**config.mk**
```make
export PLATFORM = sky130hd
export DESIGN_NAME = rtc_bus_sequencer
export DESIGN_NICKNAME = d
export VERILOG_FILES = /design/src/rtl/rtc_bus_sequencer.sv
export SDC_FILE = /design/constraint.sdc
export NUM_CORES = 1
export LEC_CHECK = 0
export CORE_MARGIN = 10
export CORE_UTILIZATION = 52
export CTS_CLUSTER_DIAMETER = 30
export DETAILED_ROUTE_END_ITERATION = 8
export GPL_TIMING_DRIVEN = 0
export PLACE_DENSITY = 0.84
export SYNTH_ARGS = -nofsm -noshare
export SYNTH_HDL_FRONTEND = slang
export SYNTH_SLANG_ARGS = --single-unit
```
**constraint.sdc**
```tcl
create_clock -name clk -period 4.1 [get_ports clk]
set_input_delay 1.23 -clock clk [delete_from_list [all_inputs] [get_ports clk]]
set_output_delay 1.23 -clock clk [all_outputs]
set_load 0.01 [all_outputs]
```
**src/rtl/rtc_bus_sequencer.sv**
```systemverilog
// Executes one RTC register access on the multiplexed A/D bus: address phase, then data phase.
// Latency: bus activity starts on the accepting edge; done pulses 2*PULSE_CYC+2*GAP_CYC cycles later.
// Backpressure: requests are sampled only in IDLE; the requester holds en until the done pulse.
module rtc_bus_sequencer #(
   parameter int PULSE_CYC = 4,
   parameter int GAP_CYC   = 2
) (
   input  logic       clk,
   input  logic       reset,
   input  logic       in_en_funcion_rtc,
   input  logic       in_funcion_w_r,
   input  logic [7:0] in_addr_ram_rtc,
   input  logic       in_flag_inicio,
   input  logic [7:0] in_dato_inicio,
   input  logic [7:0] in_dato_escritura,
   input  logic [7:0] in_bus_dato,
   output logic [7:0] out_bus_dato,
   output logic       out_bus_oe,
   output logic       out_cs_n,
   output logic       out_rd_n,
   output logic       out_wr_n,
   output logic       out_ad,
   output logic [7:0] out_dato_leido,
   output logic [7:0] out_addr_leido,
   output logic       out_flag_dato_valido,
   output logic       out_flag_done
);

   typedef enum logic [2:0] {
      IDLE,
      ADDR_ACT,
      ADDR_REC,
      DATA_ACT,
      DATA_REC,
      DONE
   } state_t;

   // Last count value of each phase; the counter runs 0..N-1 inside a state.
   localparam logic [7:0] PULSE_LAST = 8'(PULSE_CYC - 1);
   localparam logic [7:0] GAP_LAST   = 8'(GAP_CYC - 1);

   state_t     state;
   logic [7:0] phase_cnt;
   logic       lat_w_r;
   logic [7:0] lat_addr;
   logic [7:0] lat_data;

   // Sequencer FSM; every output is set on the edge that enters the state it belongs to.
   always_ff @(posedge clk) begin
      if (reset) begin
         state                <= IDLE;
         phase_cnt            <= 8'd0;
         lat_w_r              <= 1'b0;
         lat_addr             <= 8'd0;
         lat_data             <= 8'd0;
         out_bus_dato         <= 8'd0;
         out_bus_oe           <= 1'b0;
         out_cs_n             <= 1'b1;
         out_rd_n             <= 1'b1;
         out_wr_n             <= 1'b1;
         out_ad               <= 1'b1;
         out_dato_leido       <= 8'd0;
         out_addr_leido       <= 8'd0;
         out_flag_dato_valido <= 1'b0;
         out_flag_done        <= 1'b0;
      end else begin
         out_flag_done        <= 1'b0;
         out_flag_dato_valido <= 1'b0;
         case (state)
            IDLE: begin
               if (in_en_funcion_rtc) begin
                  lat_w_r      <= in_funcion_w_r;
                  lat_addr     <= in_addr_ram_rtc;
                  lat_data     <= in_flag_inicio ? in_dato_inicio : in_dato_escritura;
                  state        <= ADDR_ACT;
                  phase_cnt    <= 8'd0;
                  // The address is always written, so WR# strobes even for reads.
                  out_ad       <= 1'b0;
                  out_bus_oe   <= 1'b1;
                  out_bus_dato <= in_addr_ram_rtc;
                  out_cs_n     <= 1'b0;
                  out_wr_n     <= 1'b0;
                  out_rd_n     <= 1'b1;
               end
            end
            ADDR_ACT: begin
               if (phase_cnt == PULSE_LAST) begin
                  state     <= ADDR_REC;
                  phase_cnt <= 8'd0;
                  out_cs_n  <= 1'b1;
                  out_wr_n  <= 1'b1;
               end else begin
                  phase_cnt <= phase_cnt + 8'd1;
               end
            end
            ADDR_REC: begin
               if (phase_cnt == GAP_LAST) begin
                  state     <= DATA_ACT;
                  phase_cnt <= 8'd0;
                  out_ad    <= 1'b1;
                  out_cs_n  <= 1'b0;
                  if (lat_w_r) begin
                     out_bus_oe   <= 1'b1;
                     out_bus_dato <= lat_data;
                     out_wr_n     <= 1'b0;
                  end else begin
                     // Release the pad before RD# falls so the chip can drive AD.
                     out_bus_oe <= 1'b0;
                     out_rd_n   <= 1'b0;
                  end
               end else begin
                  phase_cnt <= phase_cnt + 8'd1;
               end
            end
            DATA_ACT: begin
               if (phase_cnt == PULSE_LAST) begin
                  state     <= DATA_REC;
                  phase_cnt <= 8'd0;
                  out_cs_n  <= 1'b1;
                  out_wr_n  <= 1'b1;
                  out_rd_n  <= 1'b1;
                  // Capture on the edge that raises RD#, while the chip still drives AD.
                  if (!lat_w_r) begin
                     out_dato_leido <= in_bus_dato;
                     out_addr_leido <= lat_addr;
                  end
               end else begin
                  phase_cnt <= phase_cnt + 8'd1;
               end
            end
            DATA_REC: begin
               if (phase_cnt == GAP_LAST) begin
                  state                <= DONE;
                  phase_cnt            <= 8'd0;
                  out_bus_oe           <= 1'b0;
                  out_flag_done        <= 1'b1;
                  out_flag_dato_valido <= !lat_w_r;
               end else begin
                  phase_cnt <= phase_cnt + 8'd1;
               end
            end
            DONE: begin
               // Mandatory IDLE cycle follows so the requester can present the next request.
               state     <= IDLE;
               phase_cnt <= 8'd0;
            end
            default: begin
               state     <= IDLE;
               phase_cnt <= 8'd0;
            end
         endcase
      end
   end

endmodule

```
==> metrics.md <==
| Metric | Value |
|---|---|
| Pwr per Cell Area | `367 mW/mm2` |
| Period utilization | `67.2%` |
| Setup bufs post-CTS | `0` |
| Critical Path AT | `2.98 ns` |
| Fin cells | `445` |
| Launching point of the worst reg2reg path | `phase_cnt[0]` |
| Initial antenna violation count | `0` |
| GRT overflow | `0` |
| Global-route wire length before repair | `11900 um` |
| Crit-path max cell delay | `0.60 ns` |
| CP Cell Sequence | `clkdlybuf4s50_1 -> mux2i_1 -> a211oi_1 -> a21o_1 -> buf_2 -> o32ai_1` |
| Layout cell share with drive strength beyond 1 | `10.9%` |
| Routed len/inst | `15.9 um` |
| R2r endpoint | `state[1]` |
| Syn nets | `332` |
| Antenna diodes | `0` |
| Die area | `0.00841 mm2` |
| Crit-path slowest cell | `a211oi_1` |
| Inst Count DP | `429` |
| Worst hold margin | `0.444 ns` |
| Worst skew pair latency | `0.35 ns` |
| Post-DP HPWL | `5140 um` |
| Vias | `2510` |
| End-of-flow core utilization | `71.9%` |
| CTS Buf Count | `9` |
| Pre-CTS setup slack | `1.03 ns` |
| Area after DPL | `0.00342 mm2` |
| Max Cap Viol | `0` |
| Ranking of synthesized cells by area | `dfxtp_1 (44%), mux2i_1 (9.4%), nor2_1 (5.5%)` |
| Fin nets | `409` |
| Avg Inst Size Synth | `9.13 um2` |
| I/O Buffers | `66` |
| FF+latch area | `0.00118 mm2` |
| Drt pass-1 iters | `4` |
| Post-Syn Area | `0.00268 mm2` |
| Cts repair resizes | `0` |
| Async S/R FF share, synth | `0%` |
| CTS tree | `done` |
| Leakage | `1.47 nW` |
| CP required | `4.32 ns` |
| Final min period | `2.76 ns` |
| Unrepaired setup endpoints after global routing | `false` |
| Worst setup EP type | `flop` |
| Reg2Reg Setup Slack | `1.98 ns` |
| Filler instances | `398` |
| Fin. max-slew vios | `0` |
| Crit Path Category | `input pin to flop` |
| Hold Path End | `out_bus_oe` |
| Clock Sinks | `59` |
| Routed Wire Length | `7080 um` |
| Worst-path clk slew | `0.07 ns` |
| Final instance area | `0.00362 mm2` |
| Area of the multi-input gates | `0.00134 mm2` |
| Relative slew slack | `56.3%` |
| Power Total | `1.33 mW` |
| Sequential-to-total area share from yosys stat | `44.2%` |
| Least-Margin Pin Slew | `0.652 ns` |
| Routability Congestion | `0.887` |
| Startpoint class of the critical path | `input pin` |
| Outcome | `finished, final reports clean` |
| IO Count | `68` |
| Post-synth top flop | `dfxtp_1` |
| Top-count cell post-synth | `dfxtp_1` |
| CTS Root Cell | `clkbuf_8` |
| CTS max path bufs | `2` |
| Hold buffer count at CTS | `0` |
| Drt via density | `5.64` |
| H-tree levels | `3` |
| Cell depth of the worst flop-to-flop path | `6` |
| Worst hold path type | `flop to flop` |
| Tot GR Track Use | `17.0%` |
| Synth cell count leaders | `dfxtp_1 (59), nor2_1 (39), nand2_1 (27)` |
| PnR worst setup slack | `1.34 ns` |
| CP top delay family | `compound AO/OA/AOI/OAI gates` |
| Vias in the first global route | `2486` |
| Final ANT Viol Nets | `0` |
| Largest area contributor in the netlist | `dfxtp_1` |
| Hold Crit Start | `out_bus_oe` |
| Post-synth EDFFs | `0` |
| Drc violations | `0` |
| Setup violators final | `0` |
| Netlist cell types | `50` |
| Maximum vdd drop | `0.000221 V` |
| Synth Register Bits | `59` |
| Synthesis warning total | `0` |
| Skew final | `0.00989 ns` |
| Post-Route Setup TNS | `0 ns` |
| Largest net degree at the start of global routing | `13` |
| Critical path buffers and inverters | `2` |
| Area grow syn2layout | `35.5%` |
| Hold path cells | `2` |
| Die W | `91.7 um` |
| Max Freq | `0.363 GHz` |
| Fin. Hold Viols | `0` |
| Mapped Cells | `293` |
| CP Launch Point | `in_en_funcion_rtc` |
| CP Max Fanout | `9` |
| Core area | `0.00504 mm2` |
| Initial Utilization | `53.1%` |
| Vert. Die Dim | `91.7 um` |
| Standard-cell row count | `26` |
| DR iter-0 viols | `199` |
| Critical Path Stages | `6` |
| Post-synth top area share | `44.2%` |
power by group:
group          internal (mW)  switching [mW]  leakage, nW
Clock                  0.284           0.251       0.0998
Combinational         0.0902          0.0874        0.885
Sequential             0.601          0.0168        0.482
worst register-to-register path, stage by stage (launching register included):
cell and delay (ns):
dfxtp_1 0.42, ha_1 0.35, mux2i_1 0.13, a211oi_1 0.60, a21o_1 0.20, buf_2 0.20
o32ai_1 0.10
layout by cell type (no fill, tap or decap), drive strengths merged, types with 2 or more instances in the layout:
master,Yosys,final
a221oi,8,8
nand2,27,27
buf,14,14
nor4,4,4
ha,2,2
dfxtp,59,59
inv,14,15
clkbuf,8,17
nor4b,2,2
o21ai,2,2
a21oi,11,11
nand3,2,2
o22ai,2,2
a31o,2,2
nor2b,8,8
clkinv,0,4
a311oi,9,9
a31oi,3,3
or4,2,2
nand4,6,6
nor2,39,39
a211oi,10,10
nor3,4,4
mux2i,25,25
xnor2,4,4
nor3b,2,2
clkdlybuf4s50,0,66
and4bb,2,2
a21o,2,2
nand2b,2,2
xor2,4,4
or3,2,2
per-layer routing:
metal / up-vias / part of all wire [%] / track usage, %
met4: 0 / 2.5 / 7.84
met5: - / 0 / 0
met3: 15 / 9.6 / 7.50
met2: 96 / 47 / 26.3
li1: 1199 / - / -
met1: 1200 / 41 / 20.0
worst max-delay path by stage:
stage / endpoint / slack (ns)
4_1_cts: state[1] / 1.39
5_1_grt: state[1] / 1.24
2_1_floorplan: state[1] / 1.87
3_3_place_gp: state[1] / 1.06
3_5_place_dp: state[1] / 1.03
6_report: state[1] / 1.34
state kept, by name, summed over array words and instances (netlist names):
name,cells
lat_addr,8
lat_data,8
lat_w_r,1
out_ad,1
out_addr_leido,8
out_bus_dato,8
out_bus_oe,1
out_cs_n,1
out_dato_leido,8
out_flag_dato_valido,1
out_flag_done,1
out_rd_n,1
out_wr_n,1
phase_cnt,8
state,3
cell families (layout without fill, tap and decap cells):
kind of cell / after synthesis / count (layout) / synth area share [%]
AOI/OAI and AO/OA: 57 / 57 / 16.7
xor gates and xnor gates: 8 / 8 / 2.62
and+or+nand+nor: 106 / 106 / 20.3
buffers and inverters: 36 / 118 / 5.94
DFF: 59 / 59 / 44.2
muxes: 25 / 25 / 9.35
adders and majority gates: 2 / 2 / 0.935
area by class of cell:
| type | instances | area share, % |
|---|---|---|
| clock inverter | 7 | 2.14 |
| tap | 70 | 2.42 |
| clock buffer | 9 | 3.42 |
| buffer | 22 | 2.93 |
| timing repair buffer | 66 | 18.2 |
| multi-input combinational | 198 | 36.8 |
| sequential | 59 | 32.6 |
| inverter | 14 | 1.45 |
Note: power is estimated with default switching activity, not from simulation.
